### src/rtl/instruction_fetch_unit.sv
// Instruction fetch unit: PC and IR, plus a one-entry tagged prefetch buffer.
// Memory requests use a single-outstanding req/valid handshake.
module instruction_fetch_unit #(
  parameter int unsigned DATA_WIDTH        = 11,
  parameter int unsigned INSTRUCTION_WIDTH = 16
) (
  input  logic                                    clock_in,
  input  logic                                    reset_in,
  input  logic                                    pc_wr_in,
  input  logic                                    branch_in,
  input  logic                                    ir_wr_in,
  input  logic                                    pc_reset_in,
  input  logic                                    ir_reset_in,
  output logic                                    imem_req_out,
  output logic [DATA_WIDTH-1:0]                   imem_addr_out,
  input  logic [INSTRUCTION_WIDTH-1:0]            imem_data_in,
  input  logic                                    imem_valid_in,
  output logic [INSTRUCTION_WIDTH-DATA_WIDTH-1:0] op_code_out,
  output logic [DATA_WIDTH-1:0]                   operand_out,
  output logic [DATA_WIDTH-1:0]                   pc_out,
  output logic                                    fetch_busy_out
);

  typedef enum logic [0:0] {StIdle, StWait} state_e;

  state_e                         state_q, state_d;
  logic [DATA_WIDTH-1:0]          pc_q, pc_d;
  logic [INSTRUCTION_WIDTH-1:0]   ir_q, ir_d;
  logic [INSTRUCTION_WIDTH-1:0]   buf_data_q, buf_data_d;
  logic [DATA_WIDTH-1:0]          buf_addr_q, buf_addr_d;
  logic                           buf_valid_q, buf_valid_d;
  logic [DATA_WIDTH-1:0]          req_addr_q, req_addr_d;

  logic                           req;
  logic [DATA_WIDTH-1:0]          addr;
  logic                           resp;
  logic                           buf_hit;
  logic                           mem_hit;
  logic                           hit;

  assign buf_hit = buf_valid_q && (buf_addr_q == pc_q);

  // Fetch FSM and buffer fill
  always_comb begin
    state_d     = state_q;
    req_addr_d  = req_addr_q;
    buf_data_d  = buf_data_q;
    buf_addr_d  = buf_addr_q;
    buf_valid_d = buf_valid_q;
    req         = 1'b0;
    addr        = pc_q;
    unique case (state_q)
      StIdle: begin
        req  = !buf_hit;
        addr = pc_q;
        if (req && !imem_valid_in) begin
          req_addr_d = pc_q;
          state_d    = StWait;
        end
      end
      StWait: begin
        req  = 1'b1;
        addr = req_addr_q;
        if (imem_valid_in) begin
          state_d = StIdle;
        end
      end
      default: state_d = StIdle;
    endcase
    // A completed response is always buffered under the address it was issued for
    if (req && imem_valid_in) begin
      buf_data_d  = imem_data_in;
      buf_addr_d  = addr;
      buf_valid_d = 1'b1;
    end
  end

  assign resp    = req && imem_valid_in;
  assign mem_hit = resp && (addr == pc_q);
  assign hit     = buf_hit || mem_hit;

  // PC and IR next state
  always_comb begin
    pc_d = pc_q;
    if (pc_reset_in) begin
      pc_d = '0;
    end else if (pc_wr_in) begin
      pc_d = branch_in ? ir_q[DATA_WIDTH-1:0] : pc_q + DATA_WIDTH'(1);
    end

    ir_d = ir_q;
    if (ir_reset_in) begin
      ir_d = '0;
    end else if (ir_wr_in && hit) begin
      ir_d = mem_hit ? imem_data_in : buf_data_q;
    end
  end

  always_ff @(posedge clock_in or negedge reset_in) begin
    if (!reset_in) begin
      state_q     <= StIdle;
      pc_q        <= '0;
      ir_q        <= '0;
      buf_data_q  <= '0;
      buf_addr_q  <= '0;
      buf_valid_q <= 1'b0;
      req_addr_q  <= '0;
    end else begin
      state_q     <= state_d;
      pc_q        <= pc_d;
      ir_q        <= ir_d;
      buf_data_q  <= buf_data_d;
      buf_addr_q  <= buf_addr_d;
      buf_valid_q <= buf_valid_d;
      req_addr_q  <= req_addr_d;
    end
  end

  // Request and stall are gated directly by reset so they drop asynchronously
  assign imem_req_out   = reset_in && req;
  assign imem_addr_out  = addr;
  assign fetch_busy_out = reset_in && ir_wr_in && !hit;
  assign op_code_out    = ir_q[INSTRUCTION_WIDTH-1:DATA_WIDTH];
  assign operand_out    = ir_q[DATA_WIDTH-1:0];
  assign pc_out         = pc_q;

endmodule

### config.mk
export PLATFORM = sky130hd
export DESIGN_NAME = instruction_fetch_unit
export DESIGN_NICKNAME = d
export VERILOG_FILES = /design/src/rtl/instruction_fetch_unit.sv
export SDC_FILE = /design/constraint.sdc
export NUM_CORES = 1
export LEC_CHECK = 0
export CAP_MARGIN = 20
export CORE_ASPECT_RATIO = 1.75
export CORE_MARGIN = 5
export CORE_UTILIZATION = 57
export CTS_CLUSTER_SIZE = 24
export DETAILED_ROUTE_END_ITERATION = 16
export DONT_BUFFER_PORTS = 1
export GPL_TIMING_DRIVEN = 0
export PLACE_DENSITY = 0.79
export REMOVE_ABC_BUFFERS = 1
export SETUP_SLACK_MARGIN = 0.5
export SKIP_LAST_GASP = 1
export SLEW_MARGIN = 5
export SYNTH_ARGS = -nofsm -noshare
export SYNTH_HDL_FRONTEND = slang
export SYNTH_SLANG_ARGS = --single-unit
### constraint.sdc
create_clock -name clock_in -period 2.1 [get_ports clock_in]
set_input_delay 0.42 -clock clock_in [delete_from_list [all_inputs] [get_ports clock_in]]
set_output_delay 0.42 -clock clock_in [all_outputs]
set_load 0.03 [all_outputs]
==> flow_summary_export.csv <==
group,metric,value,unit
run_status,outcome,"finished with violations",
run_status,failed_checks,"hold timing, setup timing",
place,dpl.cell_count,380,
yosys,synthAdderAreaFrac,0.003418,
layout,syn2layout_area_growth,28.50,%
layout,final_common_cell,"dfrtp_1",
drt,ant_nets,0,
clock_network,cts.sinks,67,
grt,gr-total-overflow,0,
sta,setup_slack,-0.3251,ns
sta,hold_ws,-0.2341,ns
grt,grt_pass1_wl,15560,µm
drt,vias_per_cell,6.641,
yosys,async_flop_share,1.000,
worst_setup_path,r2r_slack,-0.30,ns
floorplan,die_x,70.58,µm
yosys,yosys.area_share.simple,0.09945,
drt,drt-met1-wl,3819,µm
drt,routed_wl,10860,µm
floorplan,start_util,0.5878,
drt,drt-pass1-iter-count,5,
yosys,ys.flop_type,"dfrtp_1",
sta,skew,0.006086,ns
layout,layout_common_cells,"dfrtp_1, mux2_4, nand2_1, inv_1, xnor2_2",
drt,drc,0,
grt,first_global_vias,2965,
layout,fin_cells,432,
sta,hold_violations,67,
place,dp_hpwl,5987,µm
yosys,muxShareOfSynthArea,0.1572,
yosys,syn_avg_cell_area,11.20,µm²
drt,vias,2869,
clock_network,cts-root-buf,"clkbuf_8",
worst_setup_path,path_max_fanout,7,
worst_setup_path,worstPathArrival,2.01,ns
sta,setup_viol_count_final,57,
place,gp_congestion,0.7849,
clock_network,clk_latency,0.34,ns
drt,drtIter0Drc,240,
grt,grt_antenna_before_repair,0,
sta,fmax,412.3,MHz
drt,top_layer,"met4",
drt,wire_per_inst,25.14,µm
place,io_buffers,0,
sta,post-route-period-util,1.155,
sta,slew_headroom,0.3171,
yosys,synth_xor_area_frac,0.05434,
grt,grt_max_degree,70,
sta,rsz0062_at_grt,"yes",
yosys,yosysWarnings,0,
min_path,min_path_type,"primary input to asynchronous set/reset pin",
layout,drive_gt1_frac,0.4545,
worst_setup_path,r2r_start,"pc_out[2]$_DFFE_PN0P_",
worst_setup_path,r2r-end,"ir_q[13]$_DFFE_PN0P_",
clock_network,cts_max_level,3,
sta,slew_viol_final,0,
yosys,synth-edff-count,0,
power_and_ir_drop,power_density,1552,nW/µm²
yosys,synth.cell_area,3661,µm²
yosys,synth_cell_types,50,
floorplan,fp.dieH,116.0,µm
floorplan,coreArea,6228,µm²
yosys,ys_seq_area_frac,0.4580,
sta,tightest_slew,1.014,ns
worst_setup_path,cp-start-kind,"register",
drt,dr_wl_met3,805,µm
grt,grt_usage,0.2488,
layout,num-nets-final,372,
yosys,ys_ff_latch,67,
clock_network,cts_max_path_buffers,2,
layout,antenna-diode-count,0,
clock_network,clkSlewWorstSetupHoldPaths,0.07,ns
yosys,synth_top_family_by_area,"multiplexers",
power_and_ir_drop,p_leak,2.000,nW
floorplan,rows,38,
worst_setup_path,rr_worst_depth,6,
floorplan,ioPinCount,64,
worst_setup_path,worstSetupEndpointType,"primary output",
yosys,syn_inst,327,
clock_network,cts_tree,"done",
clock_network,numCtsBuffers,9,
worst_setup_path,required,1.68,ns
yosys,synth_compound_area_frac,0.1569,
sta,final.min_clock_period,2.425,ns
worst_setup_path,path_class,"register to primary output",
power_and_ir_drop,ir_worst_vdd,0.9706,mV
floorplan,die-area,8189,µm²
job,cap_viol_max_count,0,
drt,dr_wl_met2,5696,µm
layout,n_fill_cell,378,
[power by group]
group	leakage, nW	switching (mW)	total, mW	internal (mW)
registers	0.850	0.693	2.41	1.72
logic	1.05	1.83	3.78	1.95
clock network	0.104	0.464	1.11	0.648
total	2.00	2.99	7.30	4.31
[critical path, cell delays in order, from the launching register on]
cell	delay [ns]
dfrtp_4	0.59
xnor2_2	0.17
nand4_1	0.27
buf_4	0.24
o31ai_4	0.23
a211oi_4	0.16
[cells in the mapped netlist (4+ instances only)]
master | n | area, µm²
o31ai_1 | 4 | 30.03
xnor2_1 | 19 | 166.4
nand4_1 | 4 | 25.02
nand2b_1 | 4 | 25.02
nand2_1 | 19 | 71.32
a21oi_1 | 4 | 20.02
clkbuf_1 | 12 | 45.04
and4_1 | 4 | 35.03
nor2_1 | 13 | 48.80
o221a_2 | 6 | 67.56
o221a_1 | 8 | 90.09
inv_1 | 20 | 75.07
buf_6 | 5 | 56.30
nor2b_1 | 4 | 25.02
dfrtp_1 | 67 | 1677
buf_2 | 8 | 40.04
nand3_1 | 4 | 20.02
o21ai_0 | 10 | 50.05
mux2_2 | 34 | 382.9
mux2_4 | 10 | 150.1
a22oi_1 | 6 | 45.04
a31oi_1 | 16 | 100.1
o211ai_1 | 4 | 30.03
[registers in the layout, summed over array words and instances (netlist names)]
| signal | cells |
|---|---|
| buf_addr_q | 11 |
| buf_data_q | 16 |
| buf_valid_q | 1 |
| ir_q | 16 |
| pc_out | 11 |
| req_addr_q | 11 |
| state_q | 1 |
[cells by family after synthesis]
group / count (synthesis)
XOR/XNOR: 21
flip-flops: 67
AO/OA/AOI/OAI: 72
buffers and inverters: 50
AND/OR/NAND/NOR: 68
multiplexers: 48
adder cells (fa/ha/maj): 1
[what timing repair did]
action                     4_1_cts  5_1_grt
pin swaps                       16       28
setup endpoints to repair       76       75
hold endpoints to repair        67       67
cloned                           1        2
buffers inserted                23       10
gates resized for setup         68       60
[per-stage QoR]
stage | utilization | cell area [µm²] | TNS, ns | setup WS [ns] | power [mW]
2_1_floorplan | - | 3477 | -21.63 | -0.7480 | 3.871
3_3_place_gp | 0.5743 | 3577 | -58.60 | -1.536 | 4.283
3_5_place_dp | 0.5798 | 3611 | -33.33 | -0.6751 | 4.404
4_1_cts | 0.6951 | 4329 | -6.573 | -0.1870 | 6.489
5_1_grt | 0.7553 | 4705 | -13.58 | -0.3535 | 7.570
6_report | 0.7553 | 4705 | -11.02 | -0.3251 | 7.301
[layer usage]
metal	vias up	global-route usage
met1	1435	0.2627
met5	-	0
met2	159	0.4393
met4	0	0.1317
li1	1235	-
met3	40	0.07899
[cell type report]
| cell class | count | area, µm² | share of cell area |
|---|---|---|---|
| Tap cell | 80 | 100.1 | 0.02128 |
| Clock inverter | 1 | 30.03 | 0.006383 |
| Inverter | 20 | 77.57 | 0.01649 |
| Sequential cell | 67 | 1714 | 0.3644 |
| Clock buffer | 15 | 176.4 | 0.03750 |
| Multi-Input combinational cell | 212 | 2207 | 0.4691 |
| Timing Repair Buffer | 37 | 399.1 | 0.08484 |
[worst max-delay path by stage]
stage | start | to | slack [ns] | cells past startpoint
global route | pc_out[0]$_DFFE_PN0P_ | fetch_busy_out | -0.35 | 5
CTS | pc_out[0]$_DFFE_PN0P_ | fetch_busy_out | -0.19 | 4
global placement | pc_out[2]$_DFFE_PN0P_ | buf_data_q[9]$_DFFE_PN0P_ | -1.54 | 4
detailed placement | pc_out[2]$_DFFE_PN0P_ | buf_data_q[12]$_DFFE_PN0P_ | -0.68 | 5
finish | pc_out[2]$_DFFE_PN0P_ | fetch_busy_out | -0.33 | 5
floorplan | pc_out[5]$_DFFE_PN0P_ | buf_addr_q[5]$_DFFE_PN0P_ | -0.75 | 4
(Power assumes the default switching activity.)
